**src/rtl/pin_kinematics.sv**
```systemverilog
// rtl/pin_kinematics.sv - pin-side physics integrator with coherent snapshot publishing
//
// Purpose: owns authoritative pin state (11.4 / 10.4 fixed-point positions,
// signed 1/16 px velocities, fallen flags), applies collision-detector hits,
// integrates one pin per cycle on each frame tick with friction and lane-exit
// detection, and publishes a coherent snapshot back to the collision detector.
//
// Ports:
//   clk_in, rst_in          clock, asynchronous active-high reset
//   rack_in                 pulse: reload rack layout (aborts a pass)
//   step_in                 pulse: frame tick, start one integration pass
//   coll_done_in            pulse: pins_hit_in / pins_vx_in / pins_vy_in valid
//   pins_hit_in[10]         per-pin hit mask
//   pins_vx_in, pins_vy_in  new signed velocities per pin
//   pins_x_out, pins_y_out  published integer positions
//   pins_vx_out, pins_vy_out published velocities
//   pins_down_out           fallen flags
//   busy_out                integration pass in progress
//   valid_out               pulse: new snapshot published
module pin_kinematics #(
  parameter int SCREEN_WIDTH   = 1024,
  parameter int SCREEN_HEIGHT  = 768,
  parameter int RACK_X         = 512,
  parameter int RACK_Y         = 200,
  parameter int PIN_DX         = 24,
  parameter int PIN_DY         = 40,
  parameter int FRICTION_SHIFT = 3,
  parameter int STOP_THRESH    = 2
) (
  input  logic              clk_in,
  input  logic              rst_in,
  input  logic              rack_in,
  input  logic              step_in,
  input  logic              coll_done_in,
  input  logic [9:0]        pins_hit_in,
  input  logic [9:0][15:0]  pins_vx_in,
  input  logic [9:0][15:0]  pins_vy_in,
  output logic [9:0][10:0]  pins_x_out,
  output logic [9:0][9:0]   pins_y_out,
  output logic [9:0][15:0]  pins_vx_out,
  output logic [9:0][15:0]  pins_vy_out,
  output logic [9:0]        pins_down_out,
  output logic              busy_out,
  output logic              valid_out
);

  typedef enum logic [1:0] {S_IDLE, S_UPDATE, S_PUBLISH} state_t;

  localparam logic signed [15:0] STOP_S = 16'(STOP_THRESH);
  localparam logic [14:0] PARK_X = 15'(SCREEN_WIDTH * 16);
  localparam logic [13:0] PARK_Y = 14'(SCREEN_HEIGHT * 16);
  localparam logic [11:0] LIM_X  = 12'(SCREEN_WIDTH);
  localparam logic [11:0] LIM_Y  = 12'(SCREEN_HEIGHT);

  // Rack geometry: row r, in-row index k from the pin number.
  function automatic int pin_row(input int i);
    if (i == 0) return 0;
    else if (i <= 2) return 1;
    else if (i <= 5) return 2;
    else return 3;
  endfunction

  function automatic int pin_col(input int i);
    if (i == 0) return 0;
    else if (i <= 2) return i - 1;
    else if (i <= 5) return i - 3;
    else return i - 6;
  endfunction

  function automatic logic [10:0] rack_x(input int i);
    return 11'(RACK_X + (2 * pin_col(i) - pin_row(i)) * PIN_DX);
  endfunction

  function automatic logic [9:0] rack_y(input int i);
    return 10'(RACK_Y - pin_row(i) * PIN_DY);
  endfunction

  // Friction from the pre-step velocity; tiny residuals snap to rest.
  function automatic logic [15:0] decay(input logic [15:0] v);
    logic signed [15:0] s;
    logic signed [15:0] f;
    s = signed'(v);
    f = s - (s >>> FRICTION_SHIFT);
    if (f < STOP_S && f > -STOP_S) f = '0;
    return unsigned'(f);
  endfunction

  state_t      state_q, state_d;
  logic [3:0]  idx_q, idx_d;
  logic        busy_q, busy_d;
  logic        valid_q, valid_d;
  logic        pend_q, pend_d;
  logic [9:0]  down_q, down_d;
  logic [9:0]  sh_hit_q, sh_hit_d;
  logic [14:0] x_q [10];
  logic [14:0] x_d [10];
  logic [13:0] y_q [10];
  logic [13:0] y_d [10];
  logic [15:0] vx_q [10];
  logic [15:0] vx_d [10];
  logic [15:0] vy_q [10];
  logic [15:0] vy_d [10];
  logic [15:0] sh_vx_q [10];
  logic [15:0] sh_vx_d [10];
  logic [15:0] sh_vy_q [10];
  logic [15:0] sh_vy_d [10];
  logic [9:0][10:0] pub_x_q, pub_x_d;
  logic [9:0][9:0]  pub_y_q, pub_y_d;
  logic [9:0][15:0] pub_vx_q, pub_vx_d;
  logic [9:0][15:0] pub_vy_q, pub_vy_d;
  logic [9:0]       pub_down_q, pub_down_d;

  logic [16:0] sx, sy;

  always_comb begin
    state_d    = state_q;
    idx_d      = idx_q;
    busy_d     = busy_q;
    valid_d    = 1'b0;
    pend_d     = pend_q;
    down_d     = down_q;
    sh_hit_d   = sh_hit_q;
    x_d        = x_q;
    y_d        = y_q;
    vx_d       = vx_q;
    vy_d       = vy_q;
    sh_vx_d    = sh_vx_q;
    sh_vy_d    = sh_vy_q;
    pub_x_d    = pub_x_q;
    pub_y_d    = pub_y_q;
    pub_vx_d   = pub_vx_q;
    pub_vy_d   = pub_vy_q;
    pub_down_d = pub_down_q;
    // 17-bit signed sums; bit 16 set means the step went below zero.
    sx = {2'b00, x_q[idx_q]} + {vx_q[idx_q][15], vx_q[idx_q]};
    sy = {3'b000, y_q[idx_q]} + {vy_q[idx_q][15], vy_q[idx_q]};

    if (rack_in) begin
      for (int i = 0; i < 10; i++) begin
        x_d[i]      = {rack_x(i), 4'b0000};
        y_d[i]      = {rack_y(i), 4'b0000};
        vx_d[i]     = '0;
        vy_d[i]     = '0;
        pub_x_d[i]  = rack_x(i);
        pub_y_d[i]  = rack_y(i);
        pub_vx_d[i] = '0;
        pub_vy_d[i] = '0;
      end
      down_d     = '0;
      pub_down_d = '0;
      pend_d     = 1'b0;
      busy_d     = 1'b0;
      valid_d    = 1'b1;
      state_d    = S_IDLE;
    end else begin
      // While a pass runs, collision results are parked in the shadow.
      if (state_q != S_IDLE && coll_done_in) begin
        pend_d   = 1'b1;
        sh_hit_d = (pend_q ? sh_hit_q : 10'd0) | pins_hit_in;
        for (int i = 0; i < 10; i++) begin
          if (pins_hit_in[i]) begin
            sh_vx_d[i] = pins_vx_in[i];
            sh_vy_d[i] = pins_vy_in[i];
          end
        end
      end

      case (state_q)
        S_IDLE: begin
          if (pend_q || coll_done_in) begin
            // Shadow first, then a same-cycle pulse on top of it.
            for (int i = 0; i < 10; i++) begin
              if (!down_q[i]) begin
                if (pend_q && sh_hit_q[i]) begin
                  vx_d[i] = sh_vx_q[i];
                  vy_d[i] = sh_vy_q[i];
                end
                if (coll_done_in && pins_hit_in[i]) begin
                  vx_d[i] = pins_vx_in[i];
                  vy_d[i] = pins_vy_in[i];
                end
              end
              pub_vx_d[i] = vx_d[i];
              pub_vy_d[i] = vy_d[i];
            end
            pend_d = 1'b0;
          end
          if (step_in) begin
            state_d = S_UPDATE;
            idx_d   = '0;
            busy_d  = 1'b1;
          end
        end

        S_UPDATE: begin
          if (!down_q[idx_q]) begin
            if (sx[16] || sx[15:4] >= LIM_X || sy[16] || sy[15:4] >= LIM_Y) begin
              down_d[idx_q] = 1'b1;
              vx_d[idx_q]   = '0;
              vy_d[idx_q]   = '0;
              x_d[idx_q]    = PARK_X;
              y_d[idx_q]    = PARK_Y;
            end else begin
              x_d[idx_q]  = sx[14:0];
              y_d[idx_q]  = sy[13:0];
              vx_d[idx_q] = decay(vx_q[idx_q]);
              vy_d[idx_q] = decay(vy_q[idx_q]);
            end
          end
          if (idx_q == 4'd9) state_d = S_PUBLISH;
          else idx_d = idx_q + 4'd1;
        end

        S_PUBLISH: begin
          for (int i = 0; i < 10; i++) begin
            pub_x_d[i]  = x_q[i][14:4];
            pub_y_d[i]  = y_q[i][13:4];
            pub_vx_d[i] = vx_q[i];
            pub_vy_d[i] = vy_q[i];
          end
          pub_down_d = down_q;
          busy_d     = 1'b0;
          valid_d    = 1'b1;
          state_d    = S_IDLE;
        end

        default: state_d = S_IDLE;
      endcase
    end
  end

  always_ff @(posedge clk_in or posedge rst_in) begin
    if (rst_in) begin
      state_q    <= S_IDLE;
      idx_q      <= '0;
      busy_q     <= 1'b0;
      valid_q    <= 1'b0;
      pend_q     <= 1'b0;
      down_q     <= '0;
      sh_hit_q   <= '0;
      pub_down_q <= '0;
      for (int i = 0; i < 10; i++) begin
        x_q[i]      <= {rack_x(i), 4'b0000};
        y_q[i]      <= {rack_y(i), 4'b0000};
        vx_q[i]     <= '0;
        vy_q[i]     <= '0;
        sh_vx_q[i]  <= '0;
        sh_vy_q[i]  <= '0;
        pub_x_q[i]  <= rack_x(i);
        pub_y_q[i]  <= rack_y(i);
        pub_vx_q[i] <= '0;
        pub_vy_q[i] <= '0;
      end
    end else begin
      state_q    <= state_d;
      idx_q      <= idx_d;
      busy_q     <= busy_d;
      valid_q    <= valid_d;
      pend_q     <= pend_d;
      down_q     <= down_d;
      sh_hit_q   <= sh_hit_d;
      pub_down_q <= pub_down_d;
      x_q        <= x_d;
      y_q        <= y_d;
      vx_q       <= vx_d;
      vy_q       <= vy_d;
      sh_vx_q    <= sh_vx_d;
      sh_vy_q    <= sh_vy_d;
      pub_x_q    <= pub_x_d;
      pub_y_q    <= pub_y_d;
      pub_vx_q   <= pub_vx_d;
      pub_vy_q   <= pub_vy_d;
    end
  end

  assign pins_x_out    = pub_x_q;
  assign pins_y_out    = pub_y_q;
  assign pins_vx_out   = pub_vx_q;
  assign pins_vy_out   = pub_vy_q;
  assign pins_down_out = pub_down_q;
  assign busy_out      = busy_q;
  assign valid_out     = valid_q;

endmodule

```
**config.mk**
```make
export PLATFORM = sky130hd
export DESIGN_NAME = pin_kinematics
export DESIGN_NICKNAME = d
export VERILOG_FILES = /design/src/rtl/pin_kinematics.sv
export SDC_FILE = /design/constraint.sdc
export NUM_CORES = 2
export LEC_CHECK = 0
export ABC_CLOCK_PERIOD_IN_PS = 106100
export CORE_MARGIN = 1
export CORE_UTILIZATION = 45
export CTS_CLUSTER_DIAMETER = 120
export DETAILED_ROUTE_END_ITERATION = 10
export PLACE_DENSITY_LB_ADDON = 0.15
export SETUP_SLACK_MARGIN = 0.15
export SLEW_MARGIN = 15
export SYNTH_ARGS = -nofsm -noshare
export SYNTH_HDL_FRONTEND = slang
export SYNTH_SLANG_ARGS = --single-unit
```
**constraint.sdc**
```tcl
create_clock -name clk_in -period 106.1 [get_ports clk_in]
set_input_delay 10.61 -clock clk_in [delete_from_list [all_inputs] [get_ports clk_in]]
set_output_delay 10.61 -clock clk_in [all_outputs]
set_load 0.03 [all_outputs]
```
# Word level (Yosys, flattened, before mapping)
# Cells that the tools add are included.
dict set report word_totals {
  mem_bits_ro 0
  n_memories 0
  register_bits 1499
  inputBits 335
  word_cells 390
  latchBits 0
  mem_bits_rw 0
}
dict set report op_classes {
  n_reduce_logical 55
  n_eq_ne 10
  shifts 0
  bitwise 13
  div 0
  multipliers 14
  addsub 29
  order_cmp 10
  muxes 151
}
# operator count
set ops {}
lappend ops {{$mux 160} 12}
lappend ops {{$pmux 160 s2} 4}
lappend ops {{$mux 16} 75}
lappend ops {{$mux 150} 4}
lappend ops {{$mux 140} 4}
lappend ops {{$and 160x160->160} 2}
lappend ops {{$bwmux 160} 2}
lappend ops {{$mul 32x3->8 const B} 10}
lappend ops {{$sub 32x32->32} 10}
lappend ops {{$mux 110} 2}
lappend ops {{$mux 100} 2}
lappend ops {{$not 160->160} 1}
lappend ops {{$bwmux 150} 1}
lappend ops {{$and 140x140->140} 1}
lappend ops {{$bwmux 140} 1}
lappend ops {{$not 140->140} 1}
lappend ops {{$bmux 16 s4} 2}
lappend ops {{$mul 32x4->7 const B} 4}
lappend ops {{$mux 32} 4}
lappend ops {{$and 120x120->120} 1}
lappend ops {{$not 120->120} 1}
lappend ops {{$add 11x11->11 const A} 10}
lappend ops {{$mux 10} 7}
lappend ops {{$demux 16 s4} 1}
lappend ops {{44 further kinds} 120}

# Logic depth before layout (Yosys ltp)
dict set report depth {
  depth_word 18
  depth_mapped 26
  mapped_depth_nobuf 17
}

# Worst setup path after synthesis
# Ideal clock, no wire load.
dict set report synth_path {
  kind {input-to-reg}
  startpoint {in rack_in}
  endpoint {reg sh_vx_q[0] (netlist name)}
  n_path_buf 3
  stages 7
  path_slack_ns 93.731
  t_arrival_ns 12.244
  setup_ns 0.125
  t_required_ns 105.975
  path_cell_list {clkbuf_1 inv_2 o21ai_0 clkbuf_1 nor2_1 clkbuf_1 mux2_2}
}
dict set report synth_between {
  elab_chain_cells 2
}
# element line_no
set synth_lines {}
lappend synth_lines {{start, declared} 32} ;# input logic rack_in,
lappend synth_lines {{$not 1->1 (no source line)} n/a}
lappend synth_lines {{$reduce_and 3->1 (no source line)} n/a}
lappend synth_lines {{end signal, assigned} 267} ;# sh_vx_q <= sh_vx_d;
lappend synth_lines {{end, declared} 103} ;# logic [15:0] sh_vx_q [10];
# No other way between the ends.
# A chain may end at the register's enable or synchronous reset.

==> out/qor.yml <==
outcome: "finished, final reports clean"
hold_path.class: "flip-flop to flip-flop"
synth_area_um2: 75570
routed.top_layer: "met5"
p_per_area_nw_per_um2: 28.50
holdPathStages: 2
whs_ns: 0.4766
syn_to_final_growth_pct: 21.73
tightest_slew_ns: 1.365
fin_tns_setup_ns: 0
cp.arrival_ns: 15.84
final_net_count: 8552
rsz0062_at_grt: "false"
pwr-share-clk_pct: 22.5
grt_pass1_vias: 65625
seqPwrFrac_pct: 28.1
synthCells: 7595
synth-seq-cells: 1499
power_uw: 2622
drt-pass1-iter-count: 8
crit_path_max_incr_delay_ns: 0.89
switching_share_pct: 48.63
slowest_stage: "buf_4"
synth_edf_count: 0
vias_per_cell: 6.515
cp.required_ns: 106.97
cts_made_buffers: 164
period_needed_ns: 14.97
leakage_uw: 0.03890
fin_crit_sh_pct: 14.11
root_buffer: "clkbuf_16"
core_area_um2: 167000
wl_met3_mm: 30.17
cts.clk_slew.worst_paths_ns: 0.06
place_hpwl_mm: 228.4
drt_iter0_drc: 8087
cp_max_fo: 147
met2_length_mm: 144.9
hold_buffers: 0
gr-total-overflow: 0
internal_power_uw: 1347
grt_pass1_wl_mm: 464.2
place.gp.congestion: 0.9609
antenna_found_initial: 26
clockBufferDepth: 3
crit_path_end_kind: "asynchronous set/reset pin"
avgSynthCellArea_um2: 9.950
synth_seq_area_share_pct: 49.84
drc: 0
cp-start-kind: "input pin"
slew_headroom_pct: 8.006
num_vias: 68443
worstPathCellList: "clkdlybuf4s50_1 -> inv_8 -> buf_4 -> buf_4 -> buf_12 -> buf_4 -> buf_4"
ant_nets: 0
boundaryPins: 877
synth-async-reset-ratio_pct: 100.0
clkLatencyLatePin_ns: 0.81
die_w_um: 411.8
grt_max_degree: 162
fin_util_pct: 55.07
postRouteWirelength_mm: 324.9
setup_viol: 0
synth_ff_type: "dfrtp_1"
ir_worst_vdd_mv: 0.04241
criticalPathCategory: "input pin to asynchronous set/reset pin"
reg2reg_depth: 17
combPwrFrac_pct: 49.4
die-area_um2: 169600
ctsResizeCount: 0
final_hold_viol_count: 0
wl_per_cell_um: 30.93
cts_setup_buffers: 0
grtUsageTotal_pct: 37.34
htreeDepth: 4
synth_nets: 7998
maxCapViolCount: 0
cts_num_sinks: 1499
fmax_mhz: 66.78
num_rows: 150
drive_above_1_share_pct: 14.16
die_height_um: 411.8
cpMostUsedCell: "buf_4"
slew_viol_final: 0
io_buffers: 876
start_util_pct: 45.24
skew_ns: 0.03093
cts_tree: "built"
yosys_warnings: 0
synth.distinct_cells: 85
switchingPower_uw: 1275
wl_met1_mm: 127.5
-- cells in the final DEF (no fill, tap or decap), drive strengths merged, types with 22 or more instances in the layout --
cell           synthesis  final
a211oi                44     44
a21o                  33     33
a21oi                477    477
a221o                 35     35
a22oi                204    204
a31oi                 25     25
buf                  100    165
clkbuf               552    235
clkdlybuf4s50          0    874
clkinv                 2     45
dfrtp               1379   1379
dfstp                120    120
ha                    64     64
inv                   74     80
mux2                 405    405
mux2i                180    180
mux4                  97     97
nand2               1316   1316
nand2b                24     24
nand3                 99     99
nor2                 408    408
nor3                  22     22
o211ai                74     74
o21ai                701    701
o221ai               103    103
o22a                 485    485
o22ai                197    197
o31ai                 93     93
xnor2                 24     24
-- critical path, delay by kind of cell --
| family | cells | cell delay [ns] |
|---|---|---|
| buf+inv | 7 | 4.73 |
-- cells in the mapped netlist (all sizes together) (9+ instances only) --
cell type,count,area (um2)
a211o,10,87.58
a211oi,44,330.3
a21o,33,247.7
a21oi,477,2387
a221o,35,350.3
a221oi,10,87.58
a22o,9,78.83
a22oi,204,1531
a31oi,25,156.4
a32o,20,200.2
a32oi,12,105.1
and2,14,87.58
and3,17,106.4
buf,100,422.9
clkbuf,552,2072
dfrtp,1379,34510
dfstp,120,3153
ha,64,800.8
inv,74,277.8
mux2,405,4561
mux2i,180,1802
mux4,97,2185
nand2,1316,4960
nand2b,24,150.1
nand3,99,505.5
nand4,17,106.4
nor2,408,1531
nor3,22,121.4
nor4,16,127.6
o211ai,74,555.5
o21a,16,120.1
o21ai,701,3516
o221ai,103,902.1
o22a,485,4248
o22ai,197,1232
o31ai,93,703.2
or2,9,56.30
or3,11,68.82
xnor2,24,210.2
xor2,16,140.1
-- power by group through the flow --
stage	sequential, uW	clock (uW)	combinational (uW)
2_1_floorplan	731	0	683
3_3_place_gp	737	0	1240
3_5_place_dp	741	0	1250
4_1_cts	732	595	1250
5_1_grt	743	616	1330
6_report	736	590	1300
-- path summary, 6_finish.rpt --
check / start / to / slack, ns
setup / recovery: rst_in / pins_x_out[51] / 91.13
min in group asynchronous: rst_in / sh_vx_q[153] / 10.37
max in group clk_in: rack_in / x_q[4] / 92.34
hold / removal: pins_vx_out[148] / pins_vx_out[148] / 0.48
hold reg to reg: pins_vx_out[148] / pins_vx_out[148] / 0.48
setup reg to reg: idx_q[1] / vy_q[131] / 97.56
-- kinds of logic after synthesis --
kind of cell | after synthesis | share of synthesized area (%)
AOI/OAI and AO/OA | 2597 | 22.88
and+or+nand+nor | 1981 | 10.67
DFF | 1499 | 49.84
buffers and inverters | 728 | 3.679
muxes | 682 | 11.31
adders and majority gates | 68 | 1.166
xor gates and xnor gates | 40 | 0.4636
-- metal layers --
metal	vias to the layer above	global-route usage, %
met1	34797	49.33
met3	830	8.180
met2	3797	56.43
met5	-	0
met4	12	21.91
li1	29007	-
-- sequential cells by signal, indices dropped and copies added (netlist names), 100 cells and up --
register / flops
pins_y_out: 100
sh_vx_q: 160
x_q: 150
vy_q: 160
sh_vy_q: 160
pins_x_out: 110
y_q: 140
pins_vy_out: 160
pins_vx_out: 160
vx_q: 160
-- stage by stage --
stage,instances,instance area (um2),setup WS [ns]
finish,10505,91990,91.13
global route,10494,91970,90.47
CTS,10484,91840,91.05
detailed placement,10183,86330,90.20
global placement,10181,86280,90.28
floorplan,7595,75570,53.40
-- final cells by class --
cell class,instances,area (um2)
Inverter,76,295.3
Antenna cell,17,42.54
Fill cell,14931,75040
Clock inverter,67,683.2
Multi-Input combinational cell,5368,35530
Timing Repair Buffer,1040,10180
Sequential cell,1499,37680
Clock buffer,234,4823
Tap cell,2204,2758
Note: power is estimated with default switching activity, not from simulation.
